===== src/rtl/id_ex_stage_reg.sv =====
// ID->EX pipeline register with freeze/flush, illegal-control sanitising and a sticky error flag.
// Optional ID_EX_PERF_CNT_EN adds saturating stall/bubble counters.
module id_ex_stage_reg #(
  parameter int DATA_W     = 32,
  parameter int PC_W       = 32,
  parameter int REG_ADDR_W = 5
) (
  input  logic                  clk,
  input  logic                  rst,
  input  logic                  freeze,
  input  logic                  flush,
  input  logic                  id_valid,
  input  logic                  id_mem_read,
  input  logic                  id_mem_write,
  input  logic                  id_wb_enable,
  input  logic [3:0]            id_alu_command,
  input  logic [1:0]            id_branch,
  input  logic [PC_W-1:0]       id_pc,
  input  logic [DATA_W-1:0]     id_val1,
  input  logic [DATA_W-1:0]     id_val2,
  input  logic [DATA_W-1:0]     id_st_val,
  input  logic [REG_ADDR_W-1:0] id_dest,
  output logic                  ex_valid,
  output logic                  ex_mem_read,
  output logic                  ex_mem_write,
  output logic                  ex_wb_enable,
  output logic [3:0]            ex_alu_command,
  output logic [1:0]            ex_branch,
  output logic [PC_W-1:0]       ex_pc,
  output logic [DATA_W-1:0]     ex_val1,
  output logic [DATA_W-1:0]     ex_val2,
  output logic [DATA_W-1:0]     ex_st_val,
  output logic [REG_ADDR_W-1:0] ex_dest,
`ifdef ID_EX_PERF_CNT_EN
  output logic [31:0]           stall_cnt,
  output logic [31:0]           bubble_cnt,
`endif
  output logic                  err_ctrl
);

  logic                  r_valid;
  logic                  r_mem_read;
  logic                  r_mem_write;
  logic                  r_wb_enable;
  logic [3:0]            r_alu_command;
  logic [1:0]            r_branch;
  logic [PC_W-1:0]       r_pc;
  logic [DATA_W-1:0]     r_val1;
  logic [DATA_W-1:0]     r_val2;
  logic [DATA_W-1:0]     r_st_val;
  logic [REG_ADDR_W-1:0] r_dest;
  logic                  r_err_ctrl;

  logic w_illegal;
  logic w_load_bubble;
  logic w_load_real;

  // Illegal bundles never reach EX, so a load+store pair cannot appear at the outputs.
  assign w_illegal     = id_valid & ((id_mem_read & id_mem_write) |
                                     ((id_branch != 2'b00) & id_wb_enable));
  assign w_load_bubble = flush | (~freeze & (~id_valid | w_illegal));
  assign w_load_real   = ~flush & ~freeze & id_valid & ~w_illegal;

  always_ff @(posedge clk) begin
    if (rst || (w_load_bubble && !rst)) begin
      r_valid       <= 1'b0;
      r_mem_read    <= 1'b0;
      r_mem_write   <= 1'b0;
      r_wb_enable   <= 1'b0;
      r_alu_command <= '0;
      r_branch      <= '0;
      r_pc          <= '0;
      r_val1        <= '0;
      r_val2        <= '0;
      r_st_val      <= '0;
      r_dest        <= '0;
    end else if (w_load_real) begin
      r_valid       <= 1'b1;
      r_mem_read    <= id_mem_read;
      r_mem_write   <= id_mem_write;
      r_wb_enable   <= id_wb_enable;
      r_alu_command <= id_alu_command;
      r_branch      <= id_branch;
      r_pc          <= id_pc;
      r_val1        <= id_val1;
      r_val2        <= id_val2;
      r_st_val      <= id_st_val;
      r_dest        <= id_dest;
    end
  end

  always_ff @(posedge clk) begin
    if (rst) begin
      r_err_ctrl <= 1'b0;
    end else if (!flush && !freeze && w_illegal) begin
      r_err_ctrl <= 1'b1;
    end
  end

`ifdef ID_EX_PERF_CNT_EN
  logic [31:0] r_stall_cnt;
  logic [31:0] r_bubble_cnt;

  always_ff @(posedge clk) begin
    if (rst) begin
      r_stall_cnt  <= '0;
      r_bubble_cnt <= '0;
    end else begin
      if (freeze && !flush && (r_stall_cnt != '1)) begin
        r_stall_cnt <= r_stall_cnt + 32'd1;
      end
      if (w_load_bubble && (r_bubble_cnt != '1)) begin
        r_bubble_cnt <= r_bubble_cnt + 32'd1;
      end
    end
  end

  assign stall_cnt  = r_stall_cnt;
  assign bubble_cnt = r_bubble_cnt;
`endif

  assign ex_valid       = r_valid;
  assign ex_mem_read    = r_mem_read;
  assign ex_mem_write   = r_mem_write;
  assign ex_wb_enable   = r_wb_enable;
  assign ex_alu_command = r_alu_command;
  assign ex_branch      = r_branch;
  assign ex_pc          = r_pc;
  assign ex_val1        = r_val1;
  assign ex_val2        = r_val2;
  assign ex_st_val      = r_st_val;
  assign ex_dest        = r_dest;
  assign err_ctrl       = r_err_ctrl;

endmodule

===== config.mk =====
export PLATFORM = sky130hd
export DESIGN_NAME = id_ex_stage_reg
export DESIGN_NICKNAME = d
export VERILOG_FILES = /design/src/rtl/id_ex_stage_reg.sv
export SDC_FILE = /design/constraint.sdc
export NUM_CORES = 1
export LEC_CHECK = 0
export CORE_MARGIN = 4
export CORE_UTILIZATION = 33
export CTS_CLUSTER_SIZE = 16
export DETAILED_ROUTE_END_ITERATION = 8
export PLACE_DENSITY_LB_ADDON = 0.08
export SLEW_MARGIN = 40
export SYNTH_ARGS = -nofsm -noshare
export SYNTH_HDL_FRONTEND = slang
export SYNTH_SLANG_ARGS = --single-unit

===== constraint.sdc =====
create_clock -name clk -period 5 [get_ports clk]
set_input_delay 1.25 -clock clk [delete_from_list [all_inputs] [get_ports clk]]
set_output_delay 1.25 -clock clk [all_outputs]
set_load 0.005 [all_outputs]

* Word level (Yosys, flattened, before mapping)
Index checks and enable logic that the tools add are counted.
Word-level totals: register bits 144, bits of input ports 147, output and inout bits 144, logic and storage cells 34
Cells by class: bitwise gates (word level) 14, reductions and logical operators 8
Operators by type and width (count):
- $and 1x1->1 | 7
- $not 1->1 | 4
- $logic_and 1x1->1 | 3
- $logic_not 1->1 | 3
- $or 1x1->1 | 3
- $reduce_bool 2->1 | 1
- $logic_or 1x1->1 | 1

* Depth between registers and ports, before layout
depth in word-level cells 9, gate-level depth with buffers 6, gate-level depth less buffers 3

* Worst setup path after synthesis
Ideal clock, no wire load.
path kind input-to-reg, start input port freeze, end register r_dest[0] (netlist: ex_dest[0]), setup time 0.132 ns, data arrival time 2.297 ns, data required time 4.868 ns, slack 2.571 ns, cell stages on the path 6, path buffers 3, cell sequence or3b_1 clkbuf_1 buf_4 buf_2 o31ai_1 a21oi_1
On the way: cells in the longest elaborated chain, start to end 5
Ends and longest elaborated chain:
- from (decl) | RTL line 10 | input logic freeze,
- $not 1->1 (*) | RTL line 61, 62
- $and 1x1->1 | RTL line 61 | assign w_load_bubble = flush | (~freeze & (~id_valid | w_illegal));
- $or 1x1->1 | RTL line 61
- $logic_and 1x1->1 | RTL line 65 | if (rst || (w_load_bubble && !rst)) begin
- $logic_or 1x1->1 | RTL line 65
- to (signal assigned) | RTL line 88 | r_dest <= id_dest;
- to (decl) | RTL line 51 | logic [REG_ADDR_W-1:0] r_dest;
Every way passes the cells marked *; elsewhere a longest branch is shown, timed or not. A chain may end at the register's enable or synchronous reset.

* Worst setup path in the final report
start input port id_mem_write, end register r_st_val[31] (netlist: ex_st_val[31])
On the way: cells in the longest elaborated chain, start to end 8
Ends and longest elaborated chain:
- from (decl) | RTL line 14 | input logic id_mem_write,
- $and 1x1->1 (*) | RTL line 59 | assign w_illegal = id_valid & ((id_mem_read & id_mem_write) |
- $or 1x1->1 (*) | RTL line 59
- $and 1x1->1 (*) | RTL line 59
- $or 1x1->1 | RTL line 61
- $and 1x1->1 | RTL line 61
- $or 1x1->1 | RTL line 61
- $logic_and 1x1->1 | RTL line 65
- $logic_or 1x1->1 | RTL line 65
- to (signal assigned) | RTL line 87 | r_st_val <= id_st_val;
- to (decl) | RTL line 50 | logic [DATA_W-1:0] r_st_val;
Marks and branches as above.

==> results by group <==
Place
  – IO Port Bufs: between 200 and 300
  – HPWL after detailed placement: approximately 14000 microns
  – Placement-stage cell area: 9020 sq um
  – GP Congestion: 0.809

Yosys
  – Top cell type's share of synthesized area: 47.1%
  – Post-synth cell types: 21
  – Register area share after synthesis: a little under half
  – Yosys top cell by area: dfxtp_1
  – Avg Cell Area, Syn: approximately 8.8 sq um
  – Post-Syn Area: between 6000 and 7000 sq um
  – Yosys warns: 0
  – Net Count, Synth: 841
  – Mapped Cells: 694
  – Synth area leaders: dfxtp_1 47%, o31ai_1 17%, nand4_1 14%
  – FF+latch count, synth: roughly 140

Critical path
  – CP max-delay cell: clkdlybuf4s50_1
  – Worst R2R Start: ex_mem_write
  – Worst Path Required: ~5.3 ns
  – Crit path buffers/inverters: 2
  – R2R depth: 2
  – Endpoint class of the critical path: flip-flop
  – CP Class: in2reg
  – R2r setup slk: between 4 and 5 ns
  – RR Endpoint: ex_mem_write
  – WP data arrival: around 3.3 ns
  – Maximum fanout along the worst path: 86
  – Critical path, cell by cell: clkdlybuf4s50_1, nand2_8, a32oi_4, buf_4, a21oi_1
  – Crit path largest cell delay: about 0.62 ns
  – Worst Setup Start Kind: input pin
  – CP delay by family, top: buffers and inverters

Timing
  – Final setup violation count: 0
  – RSZ-0062 raised after global routing: no
  – Period utilization: 61.2%
  – Worst slew pin tran: about 0.74 ns
  – Setup TNS: 0 ns
  – Slew Limit Fails: 0
  – Final Skew: 0 ns
  – Fmax: approximately 330 MHz
  – Shortest period the worst path allows: between 3 and 4 ns
  – Slew margin rel.: roughly half
  – Fin. Hold Viols: 0

Final layout
  – Diode count: 0
  – P&R area growth vs syn: 59.5%
  – Final non-filler cell area: a little under 10000 sq um
  – Commonest non-fill, non-tap cell in the layout: clkdlybuf4s50_1
  – FILL cells: 1608
  – Fraction of layout instances using a drive strength above 1: between 5 and 6%
  – Final nets: 1054
  – Commonest cells after routing, fill and taps aside: 290 x clkdlybuf4s50_1, 144 x dfxtp_1, 140 x a21oi_1

Run status
  – Outcome: finished, final reports clean

Power
  – PwrDens: 306 nW/um^2
  – Maximum VDD drop: 0.000218 V
  – Leak: roughly 2.9 nW

Clock network
  – Post-CTS setup buffer count: 0
  – Worst-Skew Late Latency: approximately 0.41 ns
  – CTS Hold Buffers Added: 0
  – Clk sinks: ~140
  – Resized Gates After CTS: 0
  – TritonCTS Buffers: 17
  – H-tree levels: 4
  – Clk pin slew, worst setup/hold paths: ~0.060 ns
  – Root Buffer: clkbuf_16
  – Clock Tree Buf Depth: 2
  – CTS tree: yes

GRT
  – Global-route wire length before repair: about 36000 microns
  – Met3 track demand over resource: around 6.7%
  – Overflow after GRT: 0
  – Met2 Track Usage GR: between 30% and 40%
  – Antenna violations before repair: 1
  – Number of global-route vias before repair: roughly 6600
  – Global Route met1 Usage: between 20% and 30%
  – Grt peak-use layer: met2
  – GRT Util Overall: 21.4%
  – Largest net degree at the start of global routing: between 100 and 150

Hold path
  – Worst hold path type: reg2reg
  – Worst Hold End: err_ctrl
  – Hold Path Origin: err_ctrl
  – Hold path depth: 2

Die
  – Die W: approximately 140 microns
  – Starting density of the core: 33.9%
  – Die footprint: about 21000 sq um
  – # rows: about 50
  – Vert. Die Dim: ~140 microns
  – I/O pin count: around 290
  – Core box area: roughly 18000 sq um

Route
  – Initial drt markers: between 400 and 500
  – Number of nets still failing antenna checks after routing: 0
  – Final WL: approximately 24000 microns
  – Via Count: around 6700
  – WL per Instance: roughly 20 microns
  – Drt first pass iters: 5
  – Drc violations: 0
  – Vias/cell: slightly below 6

Job
  – Max-cap violations: 0
-- worst min-delay path, delay by kind of cell (launching register included) --
kind                   cells  cell delay [ns]
flip-flops                 1             0.31
buffers and inverters      1             0.05
AO/OA/AOI/OAI              1             0.05
-- synth_stat cells (all sizes together) --
library cell / n
o31ai: 139
dfxtp: 144
a31oi: 4
a21oi: 140
o21ai: 2
nor2: 3
buf: 51
or3b: 1
o21a: 1
nor3b: 2
a32oi: 1
inv: 4
and2: 1
nand2: 1
nand4: 139
a311oi: 3
clkbuf: 58
-- how the worst max path moves through the flow --
stage | startpoint | endpoint | slack (ns) | depth (start not counted)
6_report | id_mem_write | ex_st_val[31] | 1.94 | 5
5_1_grt | id_mem_write | ex_valid | 1.81 | 5
4_1_cts | id_mem_write | ex_val2[6] | 1.87 | 5
3_5_place_dp | id_mem_write | ex_val2[6] | 1.43 | 5
3_3_place_gp | id_mem_read | ex_val1[3] | 1.35 | 5
2_1_floorplan | freeze | ex_dest[0] | 2.57 | 6
-- layer usage --
metal / share of wire [%] / up-vias / wire length, microns
met5: 0.055 / - / 13
met4: 3.9 / 2 / 925
met3: 9.1 / 55 / 2140
met2: 45 / 313 / 10700
met1: 42 / 3203 / 9840
li1: - / 3157 / -
-- registers in the layout (all words and copies together), names as in the netlist --
name	cells
ex_mem_read	1
err_ctrl	1
ex_branch	2
ex_val1	32
ex_val2	32
ex_wb_enable	1
ex_dest	5
ex_st_val	32
ex_valid	1
ex_alu_command	4
ex_pc	32
ex_mem_write	1
-- power breakdown --
part,internal [mW],switching (mW)
Combinational,0.144,0.179
Clock,1.00,0.506
Sequential,1.15,0.00421
Total,2.30,0.689
-- stage by stage --
stage	power, mW	setup WS (ns)	std cells	hold WS, ns	utilization, %
floorplan	1.32	2.57	694	0.436	-
global placement	1.49	1.35	1115	0.442	49.8
detailed placement	1.50	1.43	1115	0.452	49.9
CTS	3.01	1.87	1147	0.461	53.8
global route	3.08	1.81	1149	0.487	54.0
finish	2.99	1.94	1149	0.461	54.0
-- kinds of logic after synthesis --
group | count (synthesis) | synth area share (%)
and+or+nand+nor | 147 | 14.9
AOI/OAI and AO/OA | 290 | 29.9
DFF | 144 | 47.1
buffers and inverters | 113 | 8.05
-- final cells by class --
type	count	area, sq um	area share [%]
inverters	4	15.0	0.154
well taps	229	287	2.93
clock buffers	19	443	4.54
clock inverters	13	259	2.65
repair buffers	303	3080	31.5
flip-flops and latches	144	2880	29.5
multi-input cells	437	2800	28.7
No activity file was read; power rests on OpenSTA's default activity.
